[config.mk]
export PLATFORM = sky130hd
export DESIGN_NAME = acs_sched_ctrl
export DESIGN_NICKNAME = d
export VERILOG_FILES = /design/src/rtl/viterbi_pkg.sv /design/src/rtl/pm_min_tree.sv /design/src/rtl/acs_sched_ctrl.sv
export SDC_FILE = /design/constraint.sdc
export NUM_CORES = 1
export LEC_CHECK = 0
export CORE_UTILIZATION = 45
export CTS_BUF_LIST = sky130_fd_sc_hd__clkbuf_4
export DETAILED_ROUTE_END_ITERATION = 8
export PLACE_DENSITY_LB_ADDON = 0.25
export SYNTH_ARGS = -nofsm -noshare
export SYNTH_HDL_FRONTEND = slang
export SYNTH_SLANG_ARGS = --single-unit
export TNS_END_PERCENT = 1
[constraint.sdc]
create_clock -name clock -period 3.38 [get_ports clock]
set_clock_uncertainty 0.05 [all_clocks]
set_input_delay 0.676 -clock clock [delete_from_list [all_inputs] [get_ports clock]]
set_output_delay 0.676 -clock clock [all_outputs]
set_load 0.03 [all_outputs]
[src/rtl/viterbi_pkg.sv]
// Shared defaults and types for the Viterbi ACS sequencer.
package viterbi_pkg;

    localparam int unsigned NSTATES_DFLT     = 8;
    localparam int unsigned PM_W_DFLT        = 4;
    localparam int unsigned TB_DEPTH_DFLT    = 16;
    localparam int unsigned NORM_THRESH_DFLT = 12;
    localparam int unsigned SM_AW_DFLT       = $clog2(TB_DEPTH_DFLT);

    typedef enum logic [2:0] {
        StIdle,
        StAcs,
        StStore,
        StNorm,
        StTb
    } acs_sched_state_t;

endpackage

[src/rtl/pm_min_tree.sv]
// Combinational log2(NSTATES)-level minimum over packed path metrics.
// NSTATES must be a power of two; ties resolve to the lower state index.
module pm_min_tree #(
    parameter int unsigned NSTATES = 8,
    parameter int unsigned PM_W    = 4
) (
    input  logic [NSTATES*PM_W-1:0] pm_in,
    output logic [PM_W-1:0]         min_pm
);

    localparam int unsigned Levels = $clog2(NSTATES);

    for (genvar l = 0; l <= Levels; l++) begin : g_lvl
        localparam int unsigned Cnt = NSTATES >> l;
        logic [PM_W-1:0] v [Cnt];
        for (genvar k = 0; k < Cnt; k++) begin : g_node
            if (l == 0) begin : g_leaf
                assign v[k] = pm_in[k*PM_W +: PM_W];
            end else begin : g_cmp
                // Strict less-than keeps the even (lower-index) child on ties.
                assign v[k] = (g_lvl[l-1].v[2*k+1] < g_lvl[l-1].v[2*k]) ?
                              g_lvl[l-1].v[2*k+1] : g_lvl[l-1].v[2*k];
            end
        end
    end

    assign min_pm = g_lvl[Levels].v[0];

endmodule

[src/rtl/acs_sched_ctrl.sv]
// Step sequencer for the 8-state ACS unit: accept, update, store, normalise, traceback.
// Optional build macro ACS_NORM_STATS_EN adds a saturating norm_count output.
module acs_sched_ctrl
    import viterbi_pkg::*;
#(
    parameter int unsigned NSTATES     = NSTATES_DFLT,
    parameter int unsigned PM_W        = PM_W_DFLT,
    parameter int unsigned TB_DEPTH    = TB_DEPTH_DFLT,
    parameter int unsigned NORM_THRESH = NORM_THRESH_DFLT
) (
    input  logic                        clock,
    input  logic                        reset,
    input  logic                        sym_valid,
    output logic                        sym_ready,
    input  logic                        frame_last,
    output logic                        aen,
    input  logic [NSTATES*PM_W-1:0]     pm_in,
    input  logic [NSTATES-1:0]          label_in,
    output logic                        pm_norm_en,
    output logic [PM_W-1:0]             pm_norm_val,
    output logic                        sm_we,
    output logic [$clog2(TB_DEPTH)-1:0] sm_waddr,
    output logic [NSTATES-1:0]          sm_wdata,
    output logic                        tb_start,
    output logic [$clog2(TB_DEPTH)-1:0] tb_addr,
    input  logic                        tb_done,
`ifdef ACS_NORM_STATS_EN
    output logic [7:0]                  norm_count,
`endif
    output logic                        busy
);

    localparam int unsigned SM_AW = $clog2(TB_DEPTH);

    acs_sched_state_t state_q;
    logic             last_q;
    logic             tb_pend_q;
    logic [PM_W-1:0]  min_pm;
    logic             store_tb;

    pm_min_tree #(
        .NSTATES (NSTATES),
        .PM_W    (PM_W)
    ) u_min (
        .pm_in  (pm_in),
        .min_pm (min_pm)
    );

    // Labels are already registered by the ACS; gating keeps the bus quiet outside STORE.
    assign sm_wdata = sm_we ? label_in : '0;
    assign store_tb = last_q || (sm_waddr == SM_AW'(TB_DEPTH - 1));

    always_ff @(posedge clock or negedge reset) begin
        if (!reset) begin
            state_q     <= StIdle;
            last_q      <= 1'b0;
            tb_pend_q   <= 1'b0;
            sym_ready   <= 1'b0;
            aen         <= 1'b0;
            pm_norm_en  <= 1'b0;
            pm_norm_val <= '0;
            sm_we       <= 1'b0;
            sm_waddr    <= '0;
            tb_start    <= 1'b0;
            tb_addr     <= '0;
            busy        <= 1'b0;
`ifdef ACS_NORM_STATS_EN
            norm_count  <= 8'd0;
`endif
        end else begin
            sym_ready   <= 1'b0;
            aen         <= 1'b0;
            pm_norm_en  <= 1'b0;
            pm_norm_val <= '0;
            sm_we       <= 1'b0;
            tb_start    <= 1'b0;

            unique case (state_q)
                StIdle: begin
                    if (sym_valid && sym_ready) begin
                        state_q <= StAcs;
                        last_q  <= frame_last;
                        aen     <= 1'b1;
                        busy    <= 1'b1;
                    end else begin
                        sym_ready <= 1'b1;
                    end
                end
                StAcs: begin
                    state_q <= StStore;
                    sm_we   <= 1'b1;
                end
                StStore: begin
                    sm_waddr  <= sm_waddr + 1'b1;
                    tb_addr   <= sm_waddr;
                    tb_pend_q <= store_tb;
                    if (min_pm >= PM_W'(NORM_THRESH)) begin
                        state_q     <= StNorm;
                        pm_norm_en  <= 1'b1;
                        pm_norm_val <= min_pm;
`ifdef ACS_NORM_STATS_EN
                        if (norm_count != 8'hFF) begin
                            norm_count <= norm_count + 8'd1;
                        end
`endif
                    end else if (store_tb) begin
                        state_q  <= StTb;
                        tb_start <= 1'b1;
                    end else begin
                        state_q   <= StIdle;
                        sym_ready <= 1'b1;
                        busy      <= 1'b0;
                    end
                end
                StNorm: begin
                    if (tb_pend_q) begin
                        state_q  <= StTb;
                        tb_start <= 1'b1;
                    end else begin
                        state_q   <= StIdle;
                        sym_ready <= 1'b1;
                        busy      <= 1'b0;
                    end
                end
                StTb: begin
                    if (tb_done) begin
                        state_q   <= StIdle;
                        sym_ready <= 1'b1;
                        busy      <= 1'b0;
                        // Frame end restarts the survivor window from address 0.
                        if (last_q) begin
                            last_q   <= 1'b0;
                            sm_waddr <= '0;
`ifdef ACS_NORM_STATS_EN
                            norm_count <= 8'd0;
`endif
                        end
                    end
                end
                default: begin
                    state_q <= StIdle;
                    busy    <= 1'b0;
                end
            endcase
        end
    end

endmodule
==> results of run 1 <==
[worst max path at each step]
stage | startpoint | end | slack (ns)
final | pm_in[2] | sym_ready | -0.77
after global routing | pm_in[2] | sym_ready | -0.89
after CTS | pm_in[9] | sym_ready | -0.64
after detailed placement | pm_in[2] | sym_ready | -1.63
after global placement | pm_in[2] | sym_ready | -1.54
after floorplan | pm_in[6] | sym_ready | -0.96
[placed cells by master, fill, tap and decap left out, drive strengths merged, types with 2 or more instances in the layout]
cell / synthesis / routed
buf: 1 / 75
clkdlybuf4s50: 0 / 51
nand2: 29 / 29
ha: 28 / 28
inv: 26 / 26
dfrtp: 22 / 22
o21ai: 21 / 21
nor2: 20 / 20
a21oi: 16 / 16
and2: 11 / 11
a21o: 6 / 6
nor3: 6 / 6
nor2b: 5 / 5
nand2b: 5 / 5
o21a: 4 / 4
dlygate4sd2: 0 / 4
mux2i: 4 / 4
nand3: 3 / 3
clkbuf: 4 / 3
mux2: 2 / 3
a211oi: 3 / 3
a31oi: 3 / 3
a2111oi: 2 / 2
a21boi: 2 / 2
o211ai: 2 / 2
o211a: 2 / 2
nor3b: 2 / 2
nand4b: 2 / 2
nand4: 2 / 2
or3: 2 / 2
or2: 2 / 2
o31ai: 2 / 2
clkdlybuf4s15: 0 / 2
[tightest hold or removal path, cell delays in order (launching register included)]
cell	delay, ns
dfrtp_1	0.36
nand2_1	0.05
nand2_1	0.06
[power breakdown]
| group | internal, mW | switching [mW] |
|---|---|---|
| Combinational | 0.672 | 0.711 |
| Clock | 0.0433 | 0.0820 |
| Sequential | 0.366 | 0.129 |
| Total | 1.08 | 0.921 |
[logic make-up (layout without fill, tap and decap cells)]
logic type	after synthesis	in the layout
buffers and inverters	31	162
AND/OR/NAND/NOR	91	91
AO/OA/AOI/OAI	71	71
flip-flops	22	22
multiplexers	6	7
adder cells (fa/ha/maj)	28	28
[per-layer routing]
| metal | part of all wire, % | wire length (um) |
|---|---|---|
| met2 | 53 | 3176 |
| met3 | 5.3 | 319 |
| met1 | 41 | 2492 |
| met4 | 0.89 | 54 |
| met5 | 0 | 0 |
[cell usage after synthesis, types with 2 or more instances]
library cell / instances / area [um2]
a31oi_1: 3 / 18.77
inv_1: 26 / 97.59
o21ai_1: 6 / 30.03
ha_1: 28 / 350.3
nor2b_1: 5 / 31.28
nand4_1: 2 / 12.51
o21a_1: 4 / 30.03
nor3_1: 5 / 25.02
clkbuf_1: 4 / 15.01
nand4b_1: 2 / 17.52
nor3b_1: 2 / 15.01
a21o_1: 6 / 45.04
o21ai_0: 14 / 70.07
nand2_1: 29 / 108.9
nand2b_1: 3 / 18.77
dfrtp_1: 22 / 550.5
nor2_1: 20 / 75.07
mux2i_1: 3 / 30.03
a211oi_1: 2 / 15.01
nand3_1: 3 / 15.01
a21oi_1: 15 / 75.07
or2_2: 2 / 12.51
nand2b_4: 2 / 27.53
a21boi_0: 2 / 15.01
o211a_1: 2 / 20.02
and2_1: 11 / 68.82
o211ai_1: 2 / 15.01
[cell type report]
cell class	count	area, um2
sequential	22	550.5
timing repair buffer	132	1150
fill	300	805.8
multi-input combinational	197	1699
clock buffer	3	22.52
inverter	26	117.6
clock inverter	1	3.754
tap	52	65.06
[what timing repair did]
item / CTS / global route
pin swaps: 30 / 11
setup endpoints to repair: 10 / 10
buffers inserted: 18 / 4
gates cloned: 1 / 0
gates resized for setup: 108 / 5
[per-stage QoR]
| stage | std cells | setup TNS, ns | instance area, um2 | power (mW) |
|---|---|---|---|---|
| floorplan | 249 | -8.464 | 2197 | 1.203 |
| global placement | 406 | -14.40 | 3241 | 1.647 |
| detailed placement | 406 | -15.36 | 3241 | 1.681 |
| CTS | 429 | -5.801 | 3547 | 1.935 |
| global route | 433 | -8.425 | 3608 | 2.130 |
| finish | 433 | -7.107 | 3608 | 2.003 |
[registers in the layout, summed over array words and instances (netlist names)]
name         count
busy             1
last_q           1
sm_we            1
pm_norm_en       1
state_q          3
aen              1
sm_waddr         4
tb_addr          4
tb_start         1
pm_norm_val      3
sym_ready        1
tb_pend_q        1
==> results.md, run 1 <==
* Starting Density at 47.19%
* Yosys warning count at 0
* First-pass DRT Iterations at 4
* H-tree levels at 1
* EDFF count, synth at 0
* Cells on worst reg2reg path at 6
* Clock buffer depth at 2
* GRT met3 Usage at 4.473%
* Max stage delay on crit path at 0.40 ns
* Layout area overhead at 73.21%
* Crit path kind: in -> reg
* Worst setup EP type: register
* CTS Root Cell: clkbuf_4
* Total of max-cap violations at 0
* Fin crit period at 4.154 ns
* Clock tree from TritonCTS: yes
* Rel. slew slack at 35.19%
* Critical path's top delay family: simple AND/OR/NAND/NOR gates
* Cell Chain, Critical Path: buf_8, inv_12, ha_4, or3_1, o21ai_2, or2_4, nor2_2, a21oi_2, ha_4, a21oi_2, nor2_1, nor2_2, o31ai_4, mux2i_2, inv_1, ha_2, a21o_1, or3_4, o21ai_4, mux2_4, a31o_1
* Mapped Nets at 322
* # hold bufs at CTS at 0
* Number of distinct library cells after synthesis at 51
* Vias in the first global route at 2280
* Slew @ Worst Pin at 0.9691 ns
* First-pass GRT wire length at 9742 um
* Vias/cell at 5.409
* Hold path depth at 2
* Fin crit share at 122.9%
* Post-Synth XOR/XNOR Area at 0%
* Final Max Slew Viols at 0
* GPL Wtd Cong at 0.8326
* #FFs+latches synth at 22
* Total core area at 0.004414 mm2
* Via count at 2342
* GR Util met2 at 45.62%
* CP bufs+invs at 3
* # diodes at 0
* Worst Path Arrival at 4.33 ns
* Hold EP: tb_addr[2]
* Total track usage at 24.47%
* Largest family of logic cells by synthesized area: compound AO/OA/AOI/OAI gates
* Crit start category: primary input
* Unrepaired setup endpoints after global routing: yes
* Final hold viol count at 0
* Fraction of layout instances using a drive strength above 1 at 37.80%
* CTS sink count at 22
* Hold Crit Start: tb_addr[2]
* Final ANT Viol Nets at 0
* Violated checks: setup timing
* Post-synthesis mux area share at 3.363%
* Input/output buffers at 70
* Final wirelength at 6042 um
* CP max-delay cell: or3_4
* Sequential share of the synthesized area at 26.43%
* Minimum hold slack at 0.4535 ns
* Clk pin slew, worst setup/hold paths at 0.13 ns
* TritonCTS Buffers at 3
* Power Density at 555.1 mW/mm2
* Pre-CTS setup slack at -1.631 ns
* M1 GR Usage at 29.11%
* Peak Freq at 240.7 MHz
* Post-Synthesis Cells at 249
* Synth Area in Simple Gates at 23.54%
* Initial antenna violation count at 0
* Clock Latency Late Sink at 0.32 ns
* R2R Setup Slk at 1.60 ns
* Avg Inst Size Synth at 8.366 um2
* Netlist Area Pre-Place at 0.002083 mm2
* Final cell utilization of the core at 81.75%
* Most Crowded Layer GR: met2
* Remaining routing DRC violations at 0
* Async SR Flop Fraction at 100.0%
* Reg2reg end: busy
* Worst setup margin at -0.7744 ns
* Crit path depth at 21
* Reg-to-reg startpoint: sm_waddr[0]
* Largest net degree at the start of global routing at 23
* Outcome: finished, violations left
* IO Pins at 71
* Grt total ovfl at 0
* Drt wl/cell at 13.95 um
* Hold crit path type: reg -> reg
* CP max FO at 5
* Post-synthesis adder-cell area fraction at 16.82%
* Die Wd at 70.04 um
* Die Y at 70.04 um
* Required time worst endpoint at 3.55 ns
* VDD IR max at 0.3903 mV
* DP Wirelength at 4131 um
* Top FF cell, synth: dfrtp_1
* Final setup fails at 10
* Nets at 455
* Synth Area in Compound Gates at 24.08%
* Leak at 1.683 nW
* Rows at 24
* Initial drt markers at 203
* Die ar. at 0.004906 mm2
(Power assumes the default switching activity.)
==> run 2, diff against run 1 <==
Settings changed: HOLD_SLACK_MARGIN set to 0.02.
==> results of run 2 <==
Same layout as run 1: the final DEF is identical, and so are final timing and power.
==> variant 1, RTL diff (config.mk and constraints of run 2) <==
Change the package constant `PM_W_DFLT` from 4 to 6.
--- a/src/rtl/viterbi_pkg.sv
+++ b/src/rtl/viterbi_pkg.sv
@@ -2,7 +2,7 @@
 package viterbi_pkg;
 
     localparam int unsigned NSTATES_DFLT     = 8;
-    localparam int unsigned PM_W_DFLT        = 4;
+    localparam int unsigned PM_W_DFLT        = 6;
     localparam int unsigned TB_DEPTH_DFLT    = 16;
     localparam int unsigned NORM_THRESH_DFLT = 12;
     localparam int unsigned SM_AW_DFLT       = $clog2(TB_DEPTH_DFLT);
Ports: changed (resized pm_in and pm_norm_val); port bits go from 71 to 89. No check against the original RTL was run, so the function may have changed too.
==> variant 1 against run 2 <==
The run still ends with setup timing left. Setup slack worse by 1.0 ns. Utilization up 6.1 points. Design area up 44%. Total power up 42%. Die area up 32%. Critical endpoint is now pm_norm_val[0]$_DFF_PN0_. Sequential cell count up 3. First-iteration DRC count up 23%. Routed wire length up 100%. Hold slack better by 0.027 ns. Combinational power up 55%. Critical path type unchanged. Synthesized area up 33%. Synthesized cell count up 24%.
==> variant 1: results (changes against run 2) <==
Route
  – Total number of vias: 3,595 (+54%)
  – Vias/cell: 6.02 (+11%)
  – Avg WL per Cell: 20.4 um (+46%)
  – Met2 Routed Length: 6190 um (+95%)
  – 1st-iter DRT viols: 250 (+23%)
  – WL met1: 4370 um (+75%)
  – Pre-antenna DRT Iters: 5 (+1)
  – Routed met3 length: 759 um (+140%)

Yosys
  – Top cells by count, synth: 37 x inv_1, 37 x mux2i_1, 36 x ha_1, 30 x nand2_1, 25 x dfrtp_1
  – Compound-Gate Fraction of Synth Area: 24.3% (+0.23 points)
  – Syn nets: 407 (+26%)
  – Post-Synth Adder-Cell Area: 16.3% (-0.52 points)
  – Multiplexer share of the synthesized area: 15.8% (+12 points)
  – Post-synthesis sequential area ratio: 22.6% (-3.8 points)
  – Ranking of synthesized cells by area: dfrtp_1 23%, ha_1 16%, mux2i_1 13%

Placed design
  – PortBufs: 88 (+26%)
  – Routability cong.: 0.880 (+5.7%)
  – Post-DP HPWL: 6490 um (+57%)
  – DP Area: 0.00449 mm2 (+38%)
  – Cells after DPL: 556 (+37%)

Critical path
  – Worst setup path end: pm_norm_val[0]$_DFF_PN0_
  – Critical path's largest stage delay: 0.33 ns (-0.07 ns)
  – Reg-to-Reg End: sm_waddr[2]$_DFFE_PN0P_
  – Worst path arrival time: 5.41 ns (+1.08 ns)
  – Worst r2r src: state_q[2]$_DFFE_PN0P_
  – Crit path launch: pm_in[15]
  – Critical path's top delay family: buffers and inverters

STA
  – WHS: 0.480 ns (+0.0269 ns)
  – Setup violations, final: 13 (+3)
  – Setup slack after layout: -1.82 ns (-1.05 ns)
  – Rel. slew slack: 52.3% (+17 points)
  – Sum Neg Setup Slack: -22.99 ns (-15.88 ns)

Run status
  – Status: finished with violations
  – Failing checks: setup timing

Cells and area
  – Fillcell total: 274 (-8.7%)
  – Nets: 620 (+36%)
  – Ratio of cells with drive above 1 in the final layout: 51.9% (+14 points)

Power and ir drop
  – VDD IR max: 0.581 mV (+49%)
  – Clk power: 0.138 mW (+10%)
  – Clk pwr share: 4.9% (-1.4 points)
  – Sequential Power: 0.564 mW (+14%)
  – Pint: 1.47 mW (+36%)

Worst hold path
  – HP Start: tb_addr[0]$_DFFE_PN0P_

Global routing
  – First-pass GRT wire length: 16,400 um (+69%)
variant 1: metal layers:
metal | vias up | track usage [%]
met5 | - | 0
met4 | 0 | 12.3
met3 | 78 | 4.77
met2 | 228 | 65.3
met1 | 1728 | 34.6
li1 | 1561 | -
variant 1: final cells by class:
cell class	count	area, um2	area share, %
well taps	75	93.8	1.80
inverters	37	144	2.77
clock inverters	1	5.00	0.0962
flip-flops and latches	25	626	12.0
repair buffers	211	1710	32.9
clock buffers	3	22.5	0.433
multi-input cells	245	2600	50.0
variant 1: what timing repair did:
action                     4_1_cts  5_1_grt
hold buffers                     0        0
gates resized for setup        208       36
pin swaps                       55       23
setup endpoints to repair       13       13
setup buffers                   27       11
==> variant 2, RTL diff (settings of run 2) <==
Made on the original files. Reset style: synchronous (`reset`), changed in one clocked block.
--- a/src/rtl/acs_sched_ctrl.sv
+++ b/src/rtl/acs_sched_ctrl.sv
@@ -50,7 +50,7 @@
     assign sm_wdata = sm_we ? label_in : '0;
     assign store_tb = last_q || (sm_waddr == SM_AW'(TB_DEPTH - 1));
 
-    always_ff @(posedge clock or negedge reset) begin
+    always_ff @(posedge clock) begin
         if (!reset) begin
             state_q     <= StIdle;
             last_q      <= 1'b0;
Formal check against the unedited RTL: differs if reset is asserted again (counterexample within 4 cycles, from zero or initial values and one cycle with reset low); with reset held inactive, the same outputs for 10 cycles.
==> variant 2 against run 2 <==
The flow still finishes with violations (setup timing). Sequential cell count is 1 higher. Via count is 47% higher. Total power is 27% lower. Design area is 20% higher. Synthesized area is 5.9% higher. Routed wire length is 89% higher. Maximum frequency is 8.9% lower. Hold slack better by 0.040 ns. Setup slack worse by 0.41 ns. Final cell count is 26% higher. Largest cell class unchanged. Highest routed layer unchanged.
==> variant 2: results (changes against run 2) <==
Run status
  – Status: finished with violations
  – Failing checks: setup timing

Yosys
  – Top cells by count, synth: 28 x inv_1, 28 x nor2_1, 27 x ha_1, 23 x dfxtp_1
  – Ranking of synthesized cells by area: dfxtp_1 21%, ha_1 15%, o21ai_0 5.0%
  – Post-synthesis sequential area ratio: 20.9% (-5.6 points)
  – Netlist cell types: 50 (-2.0%)
  – Syn nets: 356 (+11%)
  – Asr flop ratio synth: 0% (-100 points)
  – Gate count after technology mapping: 284 (+14%)
  – Most used DFF post-synth: dfxtp_1

Critical path
  – Slowest-stage cell, CP: mux2_4
  – Reg2reg setup slack: 0.88 ns (-0.72 ns)
  – Crit Path Max Fanout: 8 (+3)
  – Reg-to-Reg End: pm_norm_val[0]$_SDFF_PN0_
  – Critical path's top delay family: compound AO/OA/AOI/OAI gates
  – Worst path arrival time: 4.76 ns (+0.43 ns)
  – Worst-case reg-to-reg path depth: 7 (+1)

Cells and area
  – Antenna Cells: 0 (unchanged)
  – Nets: 551 (+21%)
  – Finished Layout Cells: 545 (+26%)
  – Fillcell total: 181 (-40%)
  – Ratio of cells with drive above 1 in the final layout: 44.6% (+6.8 points)

Global routing
  – Gr usage total: 37.8% (+13 points)
  – Number of global-route vias before repair: 3,199 (+40%)
  – Initial antenna violation count: 1 (+1)
  – Largest net degree at the start of global routing: 16 (-30%)
  – First-pass GRT wire length: 15,200 um (+56%)

Route
  – 1st-iter DRT viols: 520 (+160%)
  – WL final: 11,400 um (+89%)
  – Pre-antenna DRT Iters: 7 (+3)
  – Total number of vias: 3,453 (+47%)

Power and ir drop
  – Pleak: 1.96 nW (+16%)
  – VDD IR max: 0.180 mV (-54%)

STA
  – Setup slack after layout: -1.18 ns (-0.408 ns)
  – WHS: 0.494 ns (+0.0402 ns)
  – Worst slew pin tran: 0.712 ns (-0.257 ns)
  – Setup violations, final: 11 (+1)

Placed design
  – Cells after DPL: 498 (+23%)
  – Pre-CTS setup slack: -1.77 ns (-0.139 ns)
  – DP Area: 0.00364 mm2 (+12%)
  – Post-DP HPWL: 5210 um (+26%)

Worst hold path
  – HP Start: tb_addr[2]$_SDFFE_PN0P_
  – Hold Path Sink: tb_addr[2]$_SDFFE_PN0P_

CTS
  – Clock latency on the worst-skew pair: 0.34 ns (+0.02 ns)
  – Worst-path clk slew: 0.16 ns (+0.03 ns)
variant 2: cell count changes in the layout (fill, tap and decap cells not counted), sizes merged, moves of 8 or more:
cell,change
buf,+54
clkdlybuf4s50,-9
dfrtp,-22
dfxtp,+23
nand3,+8
nor2,+10
variant 2: worst register-to-register path, delay by kind of cell (launching register included):
family	cells	cell delay (ns)
multiplexers	1	0.34
AO/OA/AOI/OAI	2	0.36
buffers and inverters	1	0.18
flip-flops	1	0.43
AND/OR/NAND/NOR	3	1.04
variant 2: how the worst max path moves through the flow:
stage                   start                   endpoint  slack [ns]  cells past startpoint
global route        pm_in[21]  pm_norm_val[1]$_SDFF_PN0_       -1.24                     22
global placement    pm_in[25]  pm_norm_val[0]$_SDFF_PN0_       -1.63                     21
detailed placement  pm_in[25]  pm_norm_val[0]$_SDFF_PN0_       -1.77                     20
floorplan           pm_in[29]  pm_norm_val[0]$_SDFF_PN0_       -1.07                     18
finish              pm_in[21]  pm_norm_val[0]$_SDFF_PN0_       -1.18                     22
CTS                 pm_in[25]       sym_ready$_SDFF_PN0_       -0.95                     21
variant 2: power by group:
part / total [mW] / internal, mW / switching (mW)
clock: 0.141 / 0.0445 / 0.0968
sequential: 0.285 / 0.277 / 0.00769
combinational: 1.03 / 0.547 / 0.487
total: 1.46 / 0.869 / 0.592
variant 2: stage by stage:
stage | setup TNS (ns) | power (mW)
3_3_place_gp | -17.30 | 0.894
3_5_place_dp | -18.79 | 0.915
4_1_cts | -9.62 | 1.27
6_report | -12.30 | 1.46
2_1_floorplan | -10.94 | 0.630
5_1_grt | -12.98 | 1.50
variant 2: layout make-up:
type | count | area, um2 | area share (%)
clock inverter | 1 | 5.00 | 0.116
timing repair buffer | 192 | 1580 | 36.6
sequential | 23 | 460 | 10.7
tap | 67 | 83.8 | 1.94
inverter | 28 | 110 | 2.55
clock buffer | 3 | 22.5 | 0.521
multi-input combinational | 231 | 2060 | 47.6
variant 2: cells by family after synthesis:
kind of cell / share of synthesized area (%)
xor gates and xnor gates: 0.794
and+or+nand+nor: 24.2
DFF: 20.9
buffers and inverters: 5.11
AOI/OAI and AO/OA: 28.9
muxes: 4.82
adders and majority gates: 15.3
variant 2: routing by layer:
layer / vias to the layer above / share of wire, % / routed length, um / track usage [%]
li1: 1424 / - / - / -
met1: 1584 / 36 / 4060 / 41.0
met2: 325 / 48 / 5520 / 69.2
met3: 120 / 7.8 / 893 / 6.39
met4: 0 / 8.3 / 949 / 21.8
met5: - / 0 / 0 / 0
variant 2: timing repair:
action | 4_1_cts | 5_1_grt
setup endpoints to repair | 11 | 11
gates resized for setup | 116 | 37
pin swaps | 37 | 21
buffers inserted | 40 | 3
